`src/rtl/pipe_stage_skid.sv`:
```
// Two-entry skid-buffered pipeline stage with a registered in_ready.
// Define PIPE_STAGE_SKID_CNT_EN to build the stall/flush event counters.
module pipe_stage_skid #(
  parameter int                CTRL_W   = 8,
  parameter int                DATA_W   = 64,
  parameter logic [CTRL_W-1:0] NOP_CTRL = '0
) (
  input  logic              clk_50MHz,
  input  logic              rst,
  input  logic              flush,
  input  logic              in_valid,
  output logic              in_ready,
  input  logic [CTRL_W-1:0] in_ctrl,
  input  logic [DATA_W-1:0] in_data,
  output logic              out_valid,
  input  logic              out_ready,
  output logic [CTRL_W-1:0] out_ctrl,
  output logic [DATA_W-1:0] out_data,
  output logic [15:0]       stall_cnt,
  output logic [15:0]       flush_cnt
);

  typedef enum logic [1:0] {EMPTY, ONE, FULL} state_t;

  state_t            state, state_nxt;
  logic [CTRL_W-1:0] main_ctrl, skid_ctrl;
  logic [DATA_W-1:0] main_data, skid_data;
  logic              in_ready_q;
  logic              accept, take;
  logic              load_main_in, load_main_skid, load_skid;

  assign accept    = in_valid & in_ready_q & ~flush;
  assign out_valid = (state != EMPTY);
  assign take      = out_valid & out_ready;
  assign in_ready  = in_ready_q;
  assign out_ctrl  = out_valid ? main_ctrl : NOP_CTRL;
  assign out_data  = main_data;

  always_comb begin
    state_nxt      = state;
    load_main_in   = 1'b0;
    load_main_skid = 1'b0;
    load_skid      = 1'b0;
    if (flush) begin
      state_nxt = EMPTY;
    end else begin
      case (state)
        EMPTY: begin
          if (accept) begin
            state_nxt    = ONE;
            load_main_in = 1'b1;
          end
        end
        ONE: begin
          if (accept && take) begin
            load_main_in = 1'b1;
          end else if (accept) begin
            state_nxt = FULL;
            load_skid = 1'b1;
          end else if (take) begin
            state_nxt = EMPTY;
          end
        end
        FULL: begin
          if (take) begin
            state_nxt      = ONE;
            load_main_skid = 1'b1;
          end
        end
        default: state_nxt = EMPTY;
      endcase
    end
  end

  // in_ready is derived from the next state so it never depends on out_ready combinationally
  always_ff @(posedge clk_50MHz) begin
    if (!rst) begin
      state      <= EMPTY;
      in_ready_q <= 1'b1;
      main_ctrl  <= NOP_CTRL;
      main_data  <= '0;
      skid_ctrl  <= '0;
      skid_data  <= '0;
    end else begin
      state      <= state_nxt;
      in_ready_q <= (state_nxt != FULL);
      if (load_main_in) begin
        main_ctrl <= in_ctrl;
        main_data <= in_data;
      end else if (load_main_skid) begin
        main_ctrl <= skid_ctrl;
        main_data <= skid_data;
      end
      if (load_skid) begin
        skid_ctrl <= in_ctrl;
        skid_data <= in_data;
      end
    end
  end

`ifdef PIPE_STAGE_SKID_CNT_EN
  logic [15:0] stall_q, flush_q;

  always_ff @(posedge clk_50MHz) begin
    if (!rst) begin
      stall_q <= '0;
      flush_q <= '0;
    end else begin
      if (out_valid && !out_ready && stall_q != 16'hFFFF) begin
        stall_q <= stall_q + 16'd1;
      end
      if (flush && flush_q != 16'hFFFF) begin
        flush_q <= flush_q + 16'd1;
      end
    end
  end

  assign stall_cnt = stall_q;
  assign flush_cnt = flush_q;
`else
  assign stall_cnt = '0;
  assign flush_cnt = '0;
`endif

endmodule

```
`config.mk`:
```
export PLATFORM = sky130hd
export DESIGN_NAME = pipe_stage_skid
export DESIGN_NICKNAME = d
export VERILOG_FILES = /design/src/rtl/pipe_stage_skid.sv
export SDC_FILE = /design/constraint.sdc
export NUM_CORES = 1
export LEC_CHECK = 0
export BUFFER_PORTS_ARGS = -buffer_cell sky130_fd_sc_hd__buf_2
export CAP_MARGIN = 30
export CORE_ASPECT_RATIO = 1.1
export CORE_MARGIN = 5
export CORE_UTILIZATION = 50
export CTS_BUF_LIST = sky130_fd_sc_hd__clkbuf_8
export CTS_CLUSTER_DIAMETER = 60
export DETAILED_ROUTE_END_ITERATION = 10
export GPL_TIMING_DRIVEN = 0
export PLACE_DENSITY = 0.83
export RECOVER_POWER = 50
export SLEW_MARGIN = 15
export SYNTH_ARGS = -nofsm -noshare
export SYNTH_HDL_FRONTEND = slang
export SYNTH_SLANG_ARGS = --single-unit
export TNS_END_PERCENT = 5
```
`constraint.sdc`:
```
create_clock -name clk_50MHz -period 3.2 [get_ports clk_50MHz]
set_input_delay 0.16 -clock clk_50MHz [delete_from_list [all_inputs] [get_ports clk_50MHz]]
set_output_delay 0.16 -clock clk_50MHz [all_outputs]
set_load 0.01 [all_outputs]
```
==> results of run 1 <==
==> through the flow <==
stage	cell area, µm²	setup slack [ps]	total power, W
global placement	7174	1375	0.002381
floorplan	6236	1574	0.002213
detailed placement	7174	1340	0.002386
CTS	8352	1255	0.004094
finish	8249	988.3	0.004074
global route	8247	901.4	0.004224
==> layout make-up <==
class / count / area [µm²]
plain buffers: 94 / 535.5
clock inverters: 10 / 181.4
clock buffers: 20 / 275.3
diodes: 1 / 2.502
inverters: 3 / 11.26
well taps: 154 / 192.7
fillers: 1016 / 3785
multi-input cells: 559 / 2731
flip-flops and latches: 147 / 2943
repair buffers: 221 / 1376
==> what timing repair did <==
action | CTS | global route
endpoints found under the hold margin | 73 | 0
setup buffers | 0 | 0
hold buffers | 72 | 0
resized for setup | 0 | 0
endpoints found under the setup margin | 0 | 0
==> cell families (layout without fill, tap and decap cells) <==
kind of cell / after synthesis / after routing
and+or+nand+nor: 308 / 308
AOI/OAI and AO/OA: 218 / 218
DFF: 147 / 147
buffers and inverters: 97 / 348
other: 1 / 33
xor gates and xnor gates: 1 / 1
==> routing by layer <==
layer  GRT usage (%)  vias to the layer above  wire, µm
met3           5.038                       62      1118
met5               0                        -         0
met2           39.24                      251      8497
met4           12.15                        0       695
met1           30.00                     2871      7392
li1                -                     3060         -
==> registers in the layout, indices dropped and copies added, names as in the netlist <==
register / count
main_ctrl: 8
skid_ctrl: 8
skid_data: 64
state: 2
in_ready: 1
out_data: 64
==> where the power goes <==
group	switching (W)	internal, W	total [W]
clock network	0.000685	0.000980	0.00166
registers	0.0000395	0.00190	0.00194
logic	0.000248	0.000221	0.000469
==> worst max-delay path, cell delays in order <==
cell,delay (ps)
dlygate4sd3_1,560
clkbuf_1,140
nand2b_1,230
or4b_1,450
clkbuf_1,300
clkbuf_1,280
o21ai_0,290
a31oi_1,90
==> worst max-delay path by stage <==
stage / from / endpoint / slack, ps / cells after the start
4_1_cts: out_ready / skid_ctrl[3] / 1250 / 7
5_1_grt: out_ready / out_data[28] / 900 / 8
6_report: out_ready / out_data[60] / 990 / 8
2_1_floorplan: in_ready / out_data[54] / 1570 / 6
3_3_place_gp: in_ready / out_data[22] / 1370 / 6
3_5_place_dp: state[0] / skid_ctrl[3] / 1340 / 5
==> synth_stat cells <==
library cell    n
buf_4          32
nor3_4          1
a21boi_1       38
or4_1           1
nor2b_1         8
o21ai_0        72
o22a_1          1
nand2_1       289
or4b_1          1
a211o_1         1
nand2b_2        1
nor2_1          2
buf_6           7
a31oi_1        72
dfxtp_1       147
a21boi_0       34
or3_1           1
buf_2          14
nor4_4          1
buf_1           1
xnor2_1         1
nand2b_1        1
nand2b_4        1
conb_1          1
clkbuf_1       40
nand4b_1        1
inv_1           3
==> flow_summary.toml, run 1 <==
[critical_path]
rr_startpoint = "in_ready"
worstSetupPathType = "input port to flop"
arrival_ps = 2500
rrSetupSlack_ps = 1080
start_kind = "input port"
crit_path_max_fanout = 10
ff2ff_path_depth = 6
cp-end-kind = "flop"
required_ps = 3490
r2r-end = "out_data[60]"

[die]
die_h_um = 126.0
design.core.area_um2 = 12030
boundaryPins = 183
die-area_um2 = 14550
num_rows = 42
die_x_um = 115.5
initial_core_util_pct = 50.85

[cells_and_area]
final_cell_mix = "nand2_1, dfxtp_1, clkbuf_1"
final_nets = 1120
area_growth_pct = 34.80
stdcell_count = 1209
final_common_cell = "nand2_1"
layout-drive-gt1-share_pct = 14.80
final_core_util_pct = 68.55

[pwr]
leakage_nw = 3.116
powerDensity_nw_per_um2 = 493.9
peakVddDrop_mv = 0.2872

[timing]
rsz0062_at_grt = "no"
drv_slew = 0
period_share_pct = 69.12
fin_skew_ps = 16.53
setup_viol = 0
worst_pin_slew_ps = 687.5
max_slew_margin_pct = 53.82
finalSetupTns_ps = 0
max_freq_mhz = 452.1
hold_slack_ps = 20.23
final_hold_viol_count = 0
fin_crit_ps = 2212

[clocking]
cts_buffers = 17
cts-htree-levels = 4
cts.sinks = 147
clk_latency_ps = 440
cts-root-buf = "clkbuf_8"
clk_pin_slew_worst_paths_ps = 70
cts_tree = "done"
clockBufferDepth = 2

[global_routing]
antenna_found_initial = 0
grt_usage_pct = 24.12
grt_overflow = 0
grt_pass1_wl_um = 28370
grt_pass1_vias = 6011
grt_max_degree = 17

[hold_path]
worstHoldStart = "in_ctrl[0]"
whs_path_depth = 3
worstHoldPathType = "input port to flop"
holdPathEnd = "skid_ctrl[0]"

[placement]
io_buffers = 149
place_inst = 1106
dp_hpwl_um = 11200
place_congestion = 0.8153

[routing]
wl_per_cell_um = 14.64
dr.first_iter.drc_count = 488
via_per_inst = 5.165
drc_errors = 0
vias = 6244
postRouteAntennaNets = 0
wirelength_um = 17700
drtPass1Iterations = 5

[logic_synthesis]
synth_top_area_share_pct = 48.09
synth-simple-area-share_pct = 20.28
yosys.area_share.xor_xnor_pct = 0.1431
ys_top_cells_by_area = "dfxtp_1, nand2_1, a31oi_1, o21ai_0, a21boi_1"
synthAdderAreaFrac_pct = 0
netlist.top_cell.by_area = "dfxtp_1"
synth-compound-area-share_pct = 22.37
synth_cell_types = 27
synth_seq_area_share_pct = 48.09
synth_top_family_by_area = "compound AO/OA/AOI/OAI gates"
syn-cell-area_um2 = 6120
muxShareOfSynthArea_pct = 0
ys_ff_latch = 147
syn_inst = 772
ys.warnings.count = 0
postSynthAreaPerCell_um2 = 7.927

[outcome]
outcome = "finished, final reports clean"

[job]
cap_violations = 0
Note: power is estimated with default switching activity, not from simulation.
==> run 2, diff against run 1 <==
Settings changed: CORE_UTILIZATION 50 to 48.
Clock period 3.2 ns to 2 ns, I/O delays scaled along.
==> run 2 against run 1 <==
Net effect:
- sequential cell count unchanged
- critical path type is now flop to flop
- critical path depth down 3
- power up 54%
- hold slack better by 25 ps
- largest cell class unchanged
- sequential share of layout area about the same
- clock skew down 4.3 ps
==> flow_summary.toml, run 2 (synthesis results as in run 1) <==
[critical_path]
arrival_ps = 2280
start_kind = "flop"
slowest_stage = "dfxtp_1"
required_ps = 2350
rr_startpoint = "state[1]"
rrSetupSlack_ps = 80
crit_path_max_fanout = 10
worstPathCellList = "nand2b_2, nor3_4, clkbuf_1, nand2_1, a31oi_1"
cp-end-kind = "flop"
r2r-end = "out_data[63]"
path_delay_family = "simple AND/OR/NAND/NOR gates"
critical_path_buf_inv_count = 1
ff2ff_path_depth = 5
path_depth = 5
max_stage_delay_ps = 490
worstSetupPathType = "flop to flop"

[placement]
place_inst = 1109
place_congestion = 0.8110
place_ws_ps = 107.2
place_area_um2 = 7178
dp_hpwl_um = 11230
io_buffers = 149

[timing]
max_freq_mhz = 520.3
fin_crit_ps = 1922
rsz0062_at_grt = "yes"
final_hold_viol_count = 0
hold_slack_ps = 45.07
layout_setup_ws_ps = 78.12
drv_slew = 0
max_slew_margin_pct = 50.43
worst_pin_slew_ps = 743.6
period_share_pct = 96.09
fin_skew_ps = 12.21
setup_viol = 0

[clocking]
cts.sinks = 147
post_cts_buffers = 0
clockBufferDepth = 2
clk_pin_slew_worst_paths_ps = 70
cts-htree-levels = 4
cts_tree = "done"
cts_buffers = 17
cts-root-buf = "clkbuf_8"
clk_latency_ps = 430

[routing]
drc_errors = 0
drtPass1Iterations = 5
postRouteAntennaNets = 0
wirelength_um = 17610
dr.first_iter.drc_count = 441
wl_per_cell_um = 14.50
vias = 6260
via_per_inst = 5.157

[global_routing]
grt_pass1_wl_um = 28970
grt_max_degree = 17
grt_pass1_vias = 6025
grt_overflow = 0
grt_usage_pct = 22.87
antenna_found_initial = 0

[die]
die_x_um = 117.7
design.core.area_um2 = 12540
boundaryPins = 183
num_rows = 43
die-area_um2 = 15110
initial_core_util_pct = 48.82
die_h_um = 128.4

[cells_and_area]
n_antenna_cell = 0
final_nets = 1121
fin_area_um2 = 8240
final_common_cell = "nand2_1"
area_growth_pct = 34.66
final_cell_mix = "nand2_1, dfxtp_1, clkbuf_1"
stdcell_count = 1214
layout-drive-gt1-share_pct = 16.18

[pwr]
switching_share_pct = 25.65
p_sw_w = 0.001609
combPwrFrac_pct = 12.0
peakVddDrop_mv = 0.5023
clockPowerShare_pct = 38.5
pwr-share-seq_pct = 49.5
p_total_w = 0.006271
leakage_nw = 3.134
powerDensity_nw_per_um2 = 761.0
intPower_w = 0.004662

[hold_path]
worstHoldPathType = "input port to flop"
worstHoldStart = "in_valid"
holdPathEnd = "in_ready"
whs_path_depth = 3

[job]
cap_violations = 0

[outcome]
outcome = "finished, final reports clean"
run 2: stage by stage:
| step | TNS [ps] | utilization (%) |
|---|---|---|
| global placement | 0 | 57.26 |
| global route | -73.99 | 65.74 |
| CTS | 0 | 66.37 |
| floorplan | 0 | - |
| finish | 0 | 65.74 |
| detailed placement | 0 | 57.26 |
run 2: layout make-up:
cell class	count	area, µm²
fill	1076	4295
sequential	147	2943
multi-input combinational	559	2739
timing repair buffer	222	1384
buffer	94	555.5
clock buffer	18	247.7
tap	157	196.4
clock inverter	14	163.9
inverter	3	11.26
run 2: how the worst max path moves through the flow:
stage | from | slack [ps] | to
2_1_floorplan | in_ready | 370 | out_data[54]
3_3_place_gp | state[1] | 170 | out_data[29]
3_5_place_dp | in_ready | 110 | out_data[44]
4_1_cts | in_ready | 100 | out_data[44]
5_1_grt | state[1] | -30 | main_ctrl[2]
6_report | state[1] | 80 | out_data[63]
run 2: power groups by stage:
stage,sequential [W],clock (W),combinational [W]
detailed placement,0.00317,0,0.000652
CTS,0.00310,0.00244,0.000762
global placement,0.00316,0,0.000645
finish,0.00310,0.00241,0.000754
global route,0.00312,0.00258,0.000832
floorplan,0.00320,0,0.000336
run 2: timing repair:
item / CTS / global route
endpoints found under the setup margin: 0 / 50
hold endpoints to repair: 133 / 0
resized for setup: 0 / 21
hold buffers: 73 / 0
run 2: layer usage:
metal	vias up	track usage (%)	routed length, µm
met5	-	0	0
met4	0	11.27	581
met3	60	6.725	1316
met2	262	37.08	8488
met1	2880	27.95	7220
li1	3058	-	-
run 2: worst min-delay path, stage by stage:
cell	delay [ps]
buf_2	110
nand4b_1	90
a211o_1	130
